File: src/rtl/mac_accum_pkg.sv
// Shared types and helpers for the saturating accumulator and its adder.
package mac_accum_pkg;

    typedef enum logic [1:0] {
        IDLE = 2'd0,
        ACC  = 2'd1,
        HOLD = 2'd2
    } state_t;

    // Largest value an unsigned w-bit register can hold, widened to 64 bits.
    function automatic logic [63:0] sat_ceiling(input int unsigned w);
        if (w >= 64)
            return '1;
        return (64'd1 << w) - 64'd1;
    endfunction

endpackage

File: src/rtl/mac_accum_if.sv
// Run control, sample stream and result handshake of the accumulator.
interface mac_accum_if #(
    parameter int BITS     = 8,
    parameter int ACC_BITS = 24,
    parameter int LEN_BITS = 8
) ();
    logic                i_start;
    logic [LEN_BITS-1:0] i_len;
    logic                i_valid;
    logic [BITS-1:0]     i_data;
    logic                o_busy;
    logic                o_valid;
    logic                i_ready;
    logic [ACC_BITS-1:0] o_res;
    logic                o_ovf;

    modport slave (
        input  i_start, i_len, i_valid, i_data, i_ready,
        output o_busy, o_valid, o_res, o_ovf
    );

    modport master (
        output i_start, i_len, i_valid, i_data, i_ready,
        input  o_busy, o_valid, o_res, o_ovf
    );
endinterface

File: src/rtl/mac_accum_sat_add.sv
// Combinational unsigned saturating adder; no state, no handshake.
module sat_add
    import mac_accum_pkg::*;
#(
    parameter int ACC_BITS = 24
) (
    input  logic [ACC_BITS-1:0] a_i,
    input  logic [ACC_BITS-1:0] b_i,
    output logic [ACC_BITS-1:0] sum_o,
    output logic                ovf_o
);
    localparam logic [ACC_BITS-1:0] SAT_MAX = ACC_BITS'(sat_ceiling(ACC_BITS));

    logic [ACC_BITS:0] full;

    assign full  = {1'b0, a_i} + {1'b0, b_i};
    assign ovf_o = full[ACC_BITS];
    assign sum_o = ovf_o ? SAT_MAX : full[ACC_BITS-1:0];
endmodule

File: src/rtl/mac_accum.sv
// Sums a programmed-length run of unsigned samples with saturation; result valid 1 cycle after
// the last sample and held in HOLD until i_ready; samples are only taken while in ACC.
module mac_accum
    import mac_accum_pkg::*;
#(
    parameter int BITS     = 8,
    parameter int ACC_BITS = 24,
    parameter int LEN_BITS = 8
) (
    input  logic        i_clk,
    input  logic        i_rst_n,
    mac_accum_if.slave  bus
);
    state_t              state_q, state_d;
    logic [ACC_BITS-1:0] sum_q, sum_d;
    logic [LEN_BITS-1:0] cnt_q, cnt_d;
    logic [LEN_BITS-1:0] len_q, len_d;
    logic                ovf_q, ovf_d;

    logic [ACC_BITS-1:0] add_sum;
    logic                add_ovf;

    sat_add #(.ACC_BITS(ACC_BITS)) u_sat_add (
        .a_i   (sum_q),
        .b_i   (ACC_BITS'(bus.i_data)),
        .sum_o (add_sum),
        .ovf_o (add_ovf)
    );

    always_ff @(posedge i_clk or negedge i_rst_n) begin
        if (!i_rst_n) begin
            state_q <= IDLE;
            sum_q   <= '0;
            cnt_q   <= '0;
            len_q   <= '0;
            ovf_q   <= 1'b0;
        end else begin
            state_q <= state_d;
            sum_q   <= sum_d;
            cnt_q   <= cnt_d;
            len_q   <= len_d;
            ovf_q   <= ovf_d;
        end
    end

    always_comb begin
        state_d = state_q;
        sum_d   = sum_q;
        cnt_d   = cnt_q;
        len_d   = len_q;
        ovf_d   = ovf_q;
        unique case (state_q)
            IDLE: begin
                if (bus.i_start) begin
                    sum_d = '0;
                    ovf_d = 1'b0;
                    if (bus.i_len != '0) begin
                        cnt_d   = '0;
                        len_d   = bus.i_len;
                        state_d = ACC;
                    end else begin
                        // Empty run: report a zero result straight away.
                        state_d = HOLD;
                    end
                end
            end
            ACC: begin
                if (bus.i_valid) begin
                    sum_d = add_sum;
                    ovf_d = ovf_q | add_ovf;
                    cnt_d = cnt_q + LEN_BITS'(1);
                    if (cnt_q == len_q - LEN_BITS'(1))
                        state_d = HOLD;
                end
            end
            HOLD: begin
                if (bus.i_ready)
                    state_d = IDLE;
            end
            default: state_d = IDLE;
        endcase
    end

    assign bus.o_busy  = (state_q != IDLE);
    assign bus.o_valid = (state_q == HOLD);
    assign bus.o_res   = sum_q;
    assign bus.o_ovf   = ovf_q;
endmodule

File: src/flat_wrapper.sv
// flat-port wrapper written by rule: the top's interface ports become plain ports
module mac_accum_flat import mac_accum_pkg::*;
#(
    parameter int BITS     = 8,
    parameter int ACC_BITS = 24,
    parameter int LEN_BITS = 8
)
  (i_clk, i_rst_n, bus_i_start, bus_i_len, bus_i_valid, bus_i_data, bus_i_ready, bus_o_busy, bus_o_valid, bus_o_res, bus_o_ovf);
  mac_accum_if #(.BITS(BITS), .ACC_BITS(ACC_BITS), .LEN_BITS(LEN_BITS)) bus_i ();
  input  logic i_clk;
  input  logic i_rst_n;
  input wire logic [$bits(bus_i.i_start)-1:0] bus_i_start;
  input wire logic [$bits(bus_i.i_len)-1:0] bus_i_len;
  input wire logic [$bits(bus_i.i_valid)-1:0] bus_i_valid;
  input wire logic [$bits(bus_i.i_data)-1:0] bus_i_data;
  input wire logic [$bits(bus_i.i_ready)-1:0] bus_i_ready;
  output wire logic [$bits(bus_i.o_busy)-1:0] bus_o_busy;
  output wire logic [$bits(bus_i.o_valid)-1:0] bus_o_valid;
  output wire logic [$bits(bus_i.o_res)-1:0] bus_o_res;
  output wire logic [$bits(bus_i.o_ovf)-1:0] bus_o_ovf;
  assign bus_i.i_start = bus_i_start;
  assign bus_i.i_len = bus_i_len;
  assign bus_i.i_valid = bus_i_valid;
  assign bus_i.i_data = bus_i_data;
  assign bus_i.i_ready = bus_i_ready;
  assign bus_o_busy = bus_i.o_busy;
  assign bus_o_valid = bus_i.o_valid;
  assign bus_o_res = bus_i.o_res;
  assign bus_o_ovf = bus_i.o_ovf;
  mac_accum #(.BITS(BITS), .ACC_BITS(ACC_BITS), .LEN_BITS(LEN_BITS)) u_core (.i_clk(i_clk), .i_rst_n(i_rst_n), .bus(bus_i));
endmodule
File: config.mk
export PLATFORM = sky130hd
export DESIGN_NAME = mac_accum_flat
export DESIGN_NICKNAME = d
export VERILOG_FILES = /design/src/rtl/mac_accum_pkg.sv /design/src/rtl/mac_accum_if.sv /design/src/rtl/mac_accum_sat_add.sv /design/src/rtl/mac_accum.sv /design/src/flat_wrapper.sv
export SDC_FILE = /design/constraint.sdc
export NUM_CORES = 1
export LEC_CHECK = 0
export BUFFER_PORTS_ARGS = -buffer_cell sky130_fd_sc_hd__buf_2
export CELL_PAD_IN_SITES_DETAIL_PLACEMENT = 1
export CELL_PAD_IN_SITES_GLOBAL_PLACEMENT = 2
export CORE_MARGIN = 5
export CORE_UTILIZATION = 35
export CTS_CLUSTER_SIZE = 25
export DETAILED_ROUTE_END_ITERATION = 6
export GPL_TIMING_DRIVEN = 0
export PLACE_DENSITY_LB_ADDON = 0.1
export SLEW_MARGIN = 30
export SYNTH_ARGS = -nofsm -noshare
export SYNTH_HDL_FRONTEND = slang
export SYNTH_SLANG_ARGS = --single-unit
File: constraint.sdc
create_clock -name i_clk -period 2.76 [get_ports i_clk]
set_input_delay 0 -clock i_clk [delete_from_list [all_inputs] [get_ports i_clk]]
set_output_delay 0 -clock i_clk [all_outputs]
set_load 0.05 [all_outputs]
==> results.sh, run 1 <==
export IMPL_status="completed"
export IMPL_ys_types=59
export IMPL_synth_area_mm2=0.002819
export IMPL_cts_clk_slew_worst_paths_ns=0.09
export IMPL_syn_nets=335
export IMPL_antenna_found_initial=0
export IMPL_fp_dieW_um=99.75
export IMPL_skew_ns=0.01309
export IMPL_hpwlAfterDp_mm=5.989
export IMPL_die_area_mm2=0.009949
export IMPL_max_freq_ghz=0.3980
export IMPL_clock_sinks=43
export IMPL_wl_per_cell_um=17.41
export IMPL_drt_iter0_drc=71
export IMPL_finalWeightedCongestion=0.7789
export IMPL_nFillCells=927
export IMPL_rr_worst_depth=9
export IMPL_cts_htree_levels=2
export IMPL_synth_ff_type="dfrtp_1"
export IMPL_initial_core_util=0.3629
export IMPL_nets=399
export IMPL_min_path_cells=4
export IMPL_ys_seq_area_frac=0.3817
export IMPL_port_buffers=47
export IMPL_dieHeight_um=99.75
export IMPL_end_kind="flop"
export IMPL_ioPinCount=48
export IMPL_min_from="bus_i_data[0]"
export IMPL_rsz0062_at_grt="false"
export IMPL_row_count=32
export IMPL_area_growth_pct=20.37
export IMPL_diodes=0
export IMPL_syn_avg_cell_area_um2=9.303
export IMPL_cts_tree="yes"
export IMPL_final_cell_area_mm2=0.003393
export IMPL_grt_first_pass_wirelength_mm=13.78
export IMPL_crit_path_start_kind="flop"
export IMPL_clockBufferDepth=2
export IMPL_cp_max_fo=5
export IMPL_via_count=2565
export IMPL_cts_root_buf="clkbuf_8"
export IMPL_critPathArrivalTime_ns=2.68
export IMPL_synth_seq_cells=43
export IMPL_postSynthCellCount=303
export IMPL_drive_above_1_share=0.2316
export IMPL_drc=0
export IMPL_grt_max_degree=44
export IMPL_gr_usage_all_layers=0.1718
export IMPL_routed_wl_mm=8.164
export IMPL_ys_warn_count=0
export IMPL_hold_class="in -> reg"
export IMPL_path_cells="ha_1, inv_1, fa_1, and2b_1, o31ai_4, a31oi_2, nand3_1, o31ai_1, a2bb2oi_1"
export IMPL_tightestPinTransition_ns=0.6125
export IMPL_min_to="u_core.bus.o_res[0]"
export IMPL_ir_drop_uv=477.1
export IMPL_cts_buffers=5
export IMPL_ant_nets=0
export IMPL_path_class="reg -> reg"
export IMPL_critical_path_max_stage_delay_ns=0.40
export IMPL_cp_required_ns=2.93
export IMPL_post_dp_cell_area_mm2=0.003184
export IMPL_synth_edff_count=0
export IMPL_min_period_over_period=0.9104
export IMPL_relSlewSlack=0.5892
export IMPL_r2r_start="u_core.bus.o_res[0]"
export IMPL_clk_latency_ns=0.30
export IMPL_slew_viol_final=0
export IMPL_leakagePower_nw=1.574
export IMPL_drv_cap=0
export IMPL_drt_vias_per_instance=5.469
export IMPL_drt_pass1_iter_count=4
export IMPL_period_needed_ns=2.513
export IMPL_finalHoldViolations=0
export IMPL_setup_tns_ns=0
export IMPL_reg2reg_setup_slack_ns=0.25
export IMPL_grt_pass1_vias=2679
export IMPL_worstReg2RegEnd="u_core.bus.o_res[20]"
export IMPL_setup_viol=0
export IMPL_overflow=0
export IMPL_async_reset_ff_frac=1.000
export IMPL_slowest_stage="fa_1"
export IMPL_core_area_mm2=0.007767
export IMPL_pwr_density_cell_mw_per_mm2=918.1
[how the worst max path moves through the flow]
stage | from | endpoint | slack (ns)
2_1_floorplan | u_core.bus.o_res[0] | u_core.bus.o_res[20] | 0.18
3_3_place_gp | u_core.bus.o_res[0] | u_core.bus.o_res[20] | 0.13
3_5_place_dp | u_core.bus.o_res[0] | u_core.bus.o_res[20] | 0.1
4_1_cts | u_core.bus.o_res[0] | u_core.bus.o_res[20] | 0.07
5_1_grt | u_core.bus.o_res[0] | u_core.bus.o_res[20] | 0.06
6_report | u_core.bus.o_res[0] | u_core.bus.o_res[20] | 0.25
[synth_stat cells, types with 7 or more instances]
library cell  count  area [µm²]
a21o_1            7       52.55
ha_1             10       125.1
nand3_1          14       70.07
a21oi_1          14       70.07
nor2_1           20       75.07
a31oi_1           7       43.79
and3_1            8       50.05
dfrtp_1          43        1076
inv_1            13       48.80
o21ai_0          16       80.08
xnor2_1          15       131.4
nand2_1          30       112.6
o211ai_1          9       67.56
[metal layers]
metal / global-route usage / wire length [µm]
met1: 0.2521 / 4199
met2: 0.2689 / 3605
met3: 0.02665 / 294
met4: 0.03151 / 65
met5: 0 / 0
[kinds of logic (layout without fill, tap and decap cells)]
logic type	Yosys count	after routing	synth area share
AND/OR/NAND/NOR	109	109	0.1980
AO/OA/AOI/OAI	85	85	0.2242
flip-flops	43	43	0.3817
buffers and inverters	25	89	0.04483
XOR/XNOR	21	21	0.06525
adder cells (fa/ha/maj)	11	11	0.05149
multiplexers	9	9	0.03462
[sequential cells by signal (all words and copies together), names as in the netlist]
register	count
u_core.len_q	8
u_core.bus.o_ovf	1
u_core.state_q	2
u_core.cnt_q	8
u_core.bus.o_res	24
[power breakdown]
part,total [mW],internal (mW),switching [mW]
logic,1.65,0.637,1.01
registers,0.972,0.785,0.188
clock network,0.495,0.266,0.229
total,3.12,1.69,1.43
[area by class of cell]
class	instances	area, µm²	share of cell area
Sequential cell	43	1076	0.3171
Tap cell	102	127.6	0.03761
Buffer	12	77.57	0.02286
Clock inverter	1	30.03	0.008850
Clock buffer	6	72.57	0.02139
Inverter	13	48.80	0.01438
Multi-Input combinational cell	235	1623	0.4782
Timing Repair Buffer	57	337.8	0.09956
[critical path: cells and delay by family (launching register included)]
kind	cells	cell delay, ns
AOI/OAI and AO/OA	4	0.80
adders and majority gates	2	0.58
buffers and inverters	1	0.06
DFF	1	0.39
and+or+nand+nor	2	0.55
[cell usage in the layout, fill, tap and decap left out, types with 6 or more instances in the layout]
cell / netlist / layout
dfrtp_1: 43 / 43
xor2_1: 6 / 6
nor2_1: 20 / 20
xnor2_1: 15 / 15
a31oi_1: 7 / 6
a21oi_1: 14 / 14
or3_1: 6 / 6
nand3_1: 14 / 14
o21ai_0: 16 / 16
inv_1: 13 / 13
buf_2: 6 / 52
nand2_1: 30 / 30
a21o_1: 7 / 7
mux2_2: 6 / 6
nand4_1: 6 / 6
clkbuf_8: 1 / 6
o211ai_1: 9 / 9
and3_1: 8 / 8
dlygate4sd3_1: 0 / 10
ha_1: 10 / 10
[metrics by stage]
step	cells	util	power (mW)	setup slack, ns	hold WS [ns]
detailed placement	452	0.4100	2.622	0.09517	0.05216
floorplan	303	-	2.219	0.1781	-0.2956
global placement	452	0.4096	2.598	0.1337	0.2425
global route	469	0.4369	3.364	0.06159	0.05847
CTS	469	0.4361	3.153	0.07273	0.05115
finish	469	0.4369	3.115	0.2473	0.06276
[what timing repair did]
item / in CTS / in global routing
setup buffers: 0 / 0
endpoints found under the setup margin: 0 / 2
resized for setup: 0 / 1
hold buffers: 10 / 0
hold endpoints to repair: 52 / 0
(Power assumes the default switching activity.)
==> run 2: changes to the inputs <==
--- a/config.mk
+++ b/config.mk
@@ -5,16 +5,18 @@
 export SDC_FILE = /design/constraint.sdc
 export NUM_CORES = 1
 export LEC_CHECK = 0
+export ABC_AREA = 1
 export BUFFER_PORTS_ARGS = -buffer_cell sky130_fd_sc_hd__buf_2
 export CELL_PAD_IN_SITES_DETAIL_PLACEMENT = 1
 export CELL_PAD_IN_SITES_GLOBAL_PLACEMENT = 2
 export CORE_MARGIN = 5
-export CORE_UTILIZATION = 35
+export CORE_UTILIZATION = 32
+export CTS_CLUSTER_DIAMETER = 120
 export CTS_CLUSTER_SIZE = 25
 export DETAILED_ROUTE_END_ITERATION = 6
 export GPL_TIMING_DRIVEN = 0
 export PLACE_DENSITY_LB_ADDON = 0.1
-export SLEW_MARGIN = 30
+export SLEW_MARGIN = 20
 export SYNTH_ARGS = -nofsm -noshare
 export SYNTH_HDL_FRONTEND = slang
 export SYNTH_SLANG_ARGS = --single-unit
==> run 2 against run 1 <==
Effect of this change: final cell count up 40%; routed wire length up 21%; fmax up 9.6%; design area up 11%; die area up 20%; combinational power down 3%; total power down 4.8%.
==> results.sh, run 2 <==
export IMPL_cp_max_fo=10
export IMPL_synth_area_mm2=0.003163
export IMPL_syn_nets=489
export IMPL_reg2reg_setup_slack_ns=0.47
export IMPL_final_common_cell="nand2_1"
export IMPL_finalHoldViolations=0
export IMPL_rsz0062_at_grt="false"
export IMPL_cts_buffers=5
export IMPL_ys_types=40
export IMPL_cts_tree="yes"
export IMPL_relSlewSlack=0.5923
export IMPL_via_count=3129
export IMPL_period_needed_ns=2.293
export IMPL_dp_slack_ns=0.4423
export IMPL_tightestPinTransition_ns=0.6115
export IMPL_grt_first_pass_wirelength_mm=16.54
export IMPL_place_inst=637
export IMPL_fin_util=0.3864
export IMPL_nFillCells=1290
export IMPL_slew_viol_final=0
export IMPL_synth_edff_count=0
export IMPL_ys_seq_area_frac=0.3402
export IMPL_drv_cap=0
export IMPL_cp_endpoint="u_core.bus.o_res[4]"
export IMPL_ant_nets=0
export IMPL_initial_core_util=0.3251
export IMPL_synth_commonest_cells="nand2_1, inv_1, dfrtp_1"
export IMPL_area_growth_pct=18.87
export IMPL_synth_top_area_frac=0.3402
export IMPL_drt_vias_per_instance=4.777
export IMPL_yosys_cell_count_top_type="nand2_1"
export IMPL_hold_ws_ns=0.03881
export IMPL_largest_reg_flops=24
export IMPL_max_freq_ghz=0.4362
export IMPL_antenna_found_initial=0
export IMPL_cts_htree_levels=2
export IMPL_grt_pass1_vias=3406
export IMPL_overflow=0
export IMPL_clk_latency_ns=0.31
export IMPL_cts_root_buf="clkbuf_8"
export IMPL_syn_avg_cell_area_um2=6.921
export IMPL_clockBufferDepth=2
export IMPL_ys_top_cells_by_area="dfrtp_1, nand2_1, inv_1, nand3_1, nor2_1"
export IMPL_post_dp_cell_area_mm2=0.003567
export IMPL_cts_repair_resized=0
export IMPL_routed_wl_mm=9.851
export IMPL_synth_top_area_cell="dfrtp_1"
export IMPL_port_buffers=47
export IMPL_nets=553
export IMPL_multi_input_area_mm2=0.001778
export IMPL_async_reset_ff_frac=1.000
export IMPL_postSynthCellCount=457
export IMPL_fp_dieW_um=109.4
export IMPL_leakagePower_nw=1.958
export IMPL_finalPower_mw=2.967
export IMPL_min_period_over_period=0.8307
export IMPL_fin_cells=655
export IMPL_path_class="reg -> reg"
export IMPL_drive_above_1_share=0.1839
export IMPL_end_kind="flop"
export IMPL_core_area_mm2=0.009729
export IMPL_ys_warn_count=0
export IMPL_hpwlAfterDp_mm=7.614
export IMPL_gr_usage_all_layers=0.1766
export IMPL_ioPinCount=48
export IMPL_skew_ns=0.01158
export IMPL_pwr_density_cell_mw_per_mm2=789.2
export IMPL_layout_common_cells="nand2_1, inv_1, buf_2"
export IMPL_critPathArrivalTime_ns=2.47
export IMPL_drt_pass1_iter_count=4
export IMPL_setup_ws_ns=0.4673
export IMPL_cp_startpoint="u_core.bus.o_res[0]"
export IMPL_hold_class="in -> reg"
export IMPL_wl_per_cell_um=15.04
export IMPL_rr_worst_depth=13
export IMPL_cts_clk_slew_worst_paths_ns=0.10
export IMPL_cp_required_ns=2.94
export IMPL_crit_path_start_kind="flop"
export IMPL_diodes=0
export IMPL_setup_tns_ns=0
export IMPL_ir_drop_uv=329.9
export IMPL_drc=0
export IMPL_worstReg2RegEnd="u_core.bus.o_res[4]"
export IMPL_drt_iter0_drc=100
export IMPL_synth_seq_cells=43
export IMPL_final_cell_area_mm2=0.003760
export IMPL_synth_ff_type="dfrtp_1"
export IMPL_grt_max_degree=44
export IMPL_seq_area_mm2=0.001076
export IMPL_status="completed"
export IMPL_dieHeight_um=109.4
export IMPL_row_count=36
export IMPL_clock_sinks=43
export IMPL_setup_viol=0
export IMPL_r2r_start="u_core.bus.o_res[0]"
export IMPL_die_area_mm2=0.01197
export IMPL_finalWeightedCongestion=0.8230
run 2: cell types whose count changed in the layout (fill, tap and decap cells not counted), sizes merged, moves of 12 or more:
| cell | before | now |
|---|---|---|
| xnor2 | 15 | 3 |
| inv | 13 | 67 |
| o21ai | 17 | 30 |
| nor2 | 20 | 44 |
| nand3 | 16 | 42 |
| nand2 | 31 | 145 |
run 2: worst min path at each step:
stage                             start             endpoint  depth (start not counted)
after floorplan                 i_rst_n     u_core.bus.o_ovf                          0
after global placement     bus_i_len[1]      u_core.len_q[1]                          3
after detailed placement        i_rst_n      u_core.len_q[4]                          1
after CTS                   bus_i_start     u_core.bus.o_ovf                          4
after global routing      bus_i_data[0]  u_core.bus.o_res[0]                          4
final                       bus_i_start     u_core.bus.o_ovf                          4
run 2: timing repair:
action                                 4_1_cts  5_1_grt
endpoints found under the hold margin       52        0
buffers inserted                             0        0
hold buffers                                10        0
run 2: cells by family (layout without fill, tap and decap cells):
| kind of cell | Yosys count | count (layout) | synth area share |
|---|---|---|---|
| flip-flops | 43 | 43 | 0.3402 |
| XOR/XNOR | 9 | 9 | 0.02492 |
| buffers and inverters | 75 | 140 | 0.09770 |
| adder cells (fa/ha/maj) | 11 | 11 | 0.04589 |
| AND/OR/NAND/NOR | 256 | 256 | 0.3770 |
| AO/OA/AOI/OAI | 63 | 63 | 0.1143 |
run 2: layout make-up:
| class | count | share of cell area |
|---|---|---|
| Multi-Input combinational cell | 339 | 0.4729 |
| Sequential cell | 43 | 0.2862 |
| Timing Repair Buffer | 57 | 0.08985 |
| Inverter | 69 | 0.07288 |
| Tap cell | 133 | 0.04426 |
| Clock buffer | 5 | 0.01830 |
| Buffer | 6 | 0.009318 |
| Clock inverter | 3 | 0.006323 |
run 2: critical path, cell delays in order (launching register included):
cell      delay [ns]
dfrtp_1         0.41
ha_1            0.20
inv_1           0.16
fa_1            0.25
inv_1           0.07
nand3_1         0.06
nand2_1         0.12
nand3b_1        0.13
nand2_2         0.11
nand3_4         0.12
clkinv_2        0.09
nand2_4         0.14
buf_6           0.21
o211ai_2        0.10
run 2: per-layer routing:
| layer | share of wire | vias to the layer above | global-route usage |
|---|---|---|---|
| li1 | - | 1602 | - |
| met1 | 0.44 | 1479 | 0.2141 |
| met2 | 0.52 | 37 | 0.3300 |
| met3 | 0.023 | 11 | 0.02349 |
| met4 | 0.014 | 0 | 0.03918 |
| met5 | 0 | - | 0 |
run 2: report_power, final:
group | internal [mW] | switching, mW | total, mW
clock network | 0.182 | 0.266 | 0.448
registers | 0.774 | 0.146 | 0.919
logic | 0.495 | 1.10 | 1.60
total | 1.45 | 1.52 | 2.97
==> run 3: changes to the inputs <==
--- a/config.mk
+++ b/config.mk
@@ -5,12 +5,12 @@
 export SDC_FILE = /design/constraint.sdc
 export NUM_CORES = 1
 export LEC_CHECK = 0
-export ABC_AREA = 1
+export ABC_AREA = 0
 export BUFFER_PORTS_ARGS = -buffer_cell sky130_fd_sc_hd__buf_2
 export CELL_PAD_IN_SITES_DETAIL_PLACEMENT = 1
 export CELL_PAD_IN_SITES_GLOBAL_PLACEMENT = 2
 export CORE_MARGIN = 5
-export CORE_UTILIZATION = 32
+export CORE_UTILIZATION = 31
 export CTS_CLUSTER_DIAMETER = 120
 export CTS_CLUSTER_SIZE = 25
 export DETAILED_ROUTE_END_ITERATION = 6
==> constraint.sdc (replaced) <==
create_clock -name i_clk -period 2.1 [get_ports i_clk]
set_input_delay 0 -clock i_clk [delete_from_list [all_inputs] [get_ports i_clk]]
set_output_delay 0 -clock i_clk [all_outputs]
set_load 0.05 [all_outputs]
==> run 3 against run 2 <==
Effect of this change: the run now ends with negative setup slack left; final cell count shrank 26%; critical path type unchanged; global-route usage shrank 1.5 points; critical path depth shrank 3; combinational power grew 47%; utilization grew 2.4 points; hold slack gained 0.028 ns; setup slack lost 0.55 ns; non-clock buffer count grew 15.
==> results.sh, run 3 (same netlist as run 1, synthesis figures left out) <==
export IMPL_path_class="reg -> reg"
export IMPL_area_growth_pct=28.10
export IMPL_clkPwrFrac=0.182
export IMPL_drt_pass1_iter_count=4
export IMPL_slew_viol_final=0
export IMPL_min_period_over_period=1.041
export IMPL_setup_ws_ns=-0.08709
export IMPL_core_area_mm2=0.008806
export IMPL_status="complete, but fails checks"
export IMPL_drt_iter0_drc=72
export IMPL_row_count=34
export IMPL_cp_max_fo=5
export IMPL_comb_power_share=0.531
export IMPL_cts_tree="yes"
export IMPL_cts_root_buf="clkbuf_8"
export IMPL_fin_cells=485
export IMPL_wl_per_cell_um=17.91
export IMPL_cp_required_ns=2.33
export IMPL_nFillCells=1051
export IMPL_swShare=0.4469
export IMPL_drc=0
export IMPL_cts_clk_slew_worst_paths_ns=0.09
export IMPL_setup_viol=8
export IMPL_ir_drop_uv=558.9
export IMPL_gr_usage_all_layers=0.1614
export IMPL_diodes=0
export IMPL_drv_cap=0
export IMPL_end_kind="flop"
export IMPL_p_int_mw=2.446
export IMPL_period_needed_ns=2.187
export IMPL_finalWeightedCongestion=0.7431
export IMPL_crit_path_start_kind="flop"
export IMPL_final_common_cell="buf_2"
export IMPL_layout_common_cells="buf_2, dfrtp_1, nand2_1"
export IMPL_rsz0062_at_grt="true"
export IMPL_antenna_found_initial=0
export IMPL_p_sw_mw=1.976
export IMPL_die_area_mm2=0.01110
export IMPL_largest_reg_flops=24
export IMPL_hold_class="in -> reg"
export IMPL_grt_pass1_vias=2756
export IMPL_initial_core_util=0.3201
export IMPL_critPathArrivalTime_ns=2.42
export IMPL_grt_first_pass_wirelength_mm=14.45
export IMPL_final_cell_area_mm2=0.003611
export IMPL_grt_max_degree=44
export IMPL_finalHoldViolations=0
export IMPL_skew_ns=0.007157
export IMPL_sequentialPowerShare=0.288
export IMPL_hpwlAfterDp_mm=6.336
export IMPL_drt_vias_per_instance=5.427
export IMPL_post_dp_cell_area_mm2=0.003236
export IMPL_drive_above_1_share=0.3130
export IMPL_pwr_density_cell_mw_per_mm2=1224
export IMPL_clock_sinks=43
export IMPL_cts_htree_levels=2
export IMPL_nets=408
export IMPL_leakagePower_nw=1.656
export IMPL_via_count=2632
export IMPL_finalPower_mw=4.421
export IMPL_setup_tns_ns=-0.4587
export IMPL_ant_nets=0
export IMPL_routed_wl_mm=8.686
export IMPL_ioPinCount=48
export IMPL_tightestPinTransition_ns=0.6333
export IMPL_fin_util=0.4101
export IMPL_clk_latency_ns=0.31
export IMPL_cts_buffers=5
export IMPL_max_freq_ghz=0.4572
export IMPL_relSlewSlack=0.5739
export IMPL_overflow=0
export IMPL_hold_ws_ns=0.06710
export IMPL_fp_dieW_um=105.4
export IMPL_dp_slack_ns=-0.1420
export IMPL_dieHeight_um=105.4
export IMPL_clockBufferDepth=2
export IMPL_violations="negative setup slack"
export IMPL_port_buffers=47
export IMPL_place_inst=458
## run 3: cell types whose count changed in the layout (fill, tap and decap cells not counted), sizes merged, moves of 8 or more
cell / change
buf: +12
and3: +8
nor2: -24
xnor2: +12
o21ai: -13
nand2: -114
inv: -54
nand3: -26
nor3: -8
## run 3: path summary, 6_finish.rpt
| check | start | to | slack (ns) | cells past startpoint |
|---|---|---|---|---|
| worst max-delay path | u_core.bus.o_res[0] | u_core.bus.o_res[19] | -0.09 | 10 |
| worst min-delay path | bus_i_data[0] | u_core.bus.o_res[0] | 0.07 | 4 |
| max in group asynchronous | i_rst_n | u_core.bus.o_res[1] | 1.44 | 2 |
| min in group asynchronous | i_rst_n | u_core.bus.o_res[4] | 0.24 | 2 |
| worst max register to register | u_core.bus.o_res[0] | u_core.bus.o_res[19] | -0.09 | 10 |
| worst min register to register | u_core.bus.o_res[10] | u_core.bus.o_res[10] | 0.53 | 2 |
## run 3: metal layers
metal / routed length, µm / vias up / track usage
li1: - / 1264 / -
met1: 4410 / 1307 / 0.2307
met2: 3862 / 53 / 0.2559
met3: 325 / 8 / 0.02689
met4: 88 / 0 / 0.03561
met5: 0 / - / 0
## run 3: layout make-up
class / count / area [µm²] / area share
well taps: 108 / 135.1 / 0.03742
repair buffers: 67 / 416.7 / 0.1154
multi-input cells: 235 / 1709 / 0.4733
plain buffers: 11 / 83.83 / 0.02322
clock buffers: 5 / 68.82 / 0.01906
inverters: 13 / 48.80 / 0.01351
clock inverters: 3 / 67.56 / 0.01871
flip-flops and latches: 43 / 1081 / 0.2994
## run 3: power groups by stage
stage	clock [mW]	sequential (mW)	combinational, mW
global placement	0	1.29	2.19
detailed placement	0	1.29	2.23
global route	0.860	1.31	2.57
finish	0.803	1.27	2.35
CTS	0.830	1.28	2.31
floorplan	0	1.53	1.44
## run 3: worst max-delay path, cell delays in order (launching register included)
cell,delay (ns)
dfrtp_2,0.39
ha_4,0.13
inv_2,0.03
fa_2,0.33
and2b_2,0.26
o31ai_4,0.08
a311oi_4,0.29
nand4_1,0.22
buf_4,0.19
buf_6,0.13
o211ai_1,0.07
## run 3: what timing repair did
action	in CTS	in global routing
gates resized for setup	5	16
buffers inserted	4	5
setup endpoints to repair	22	23
pin swaps	3	3
endpoints found under the hold margin	52	0
hold buffers	10	0
gates cloned	0	1
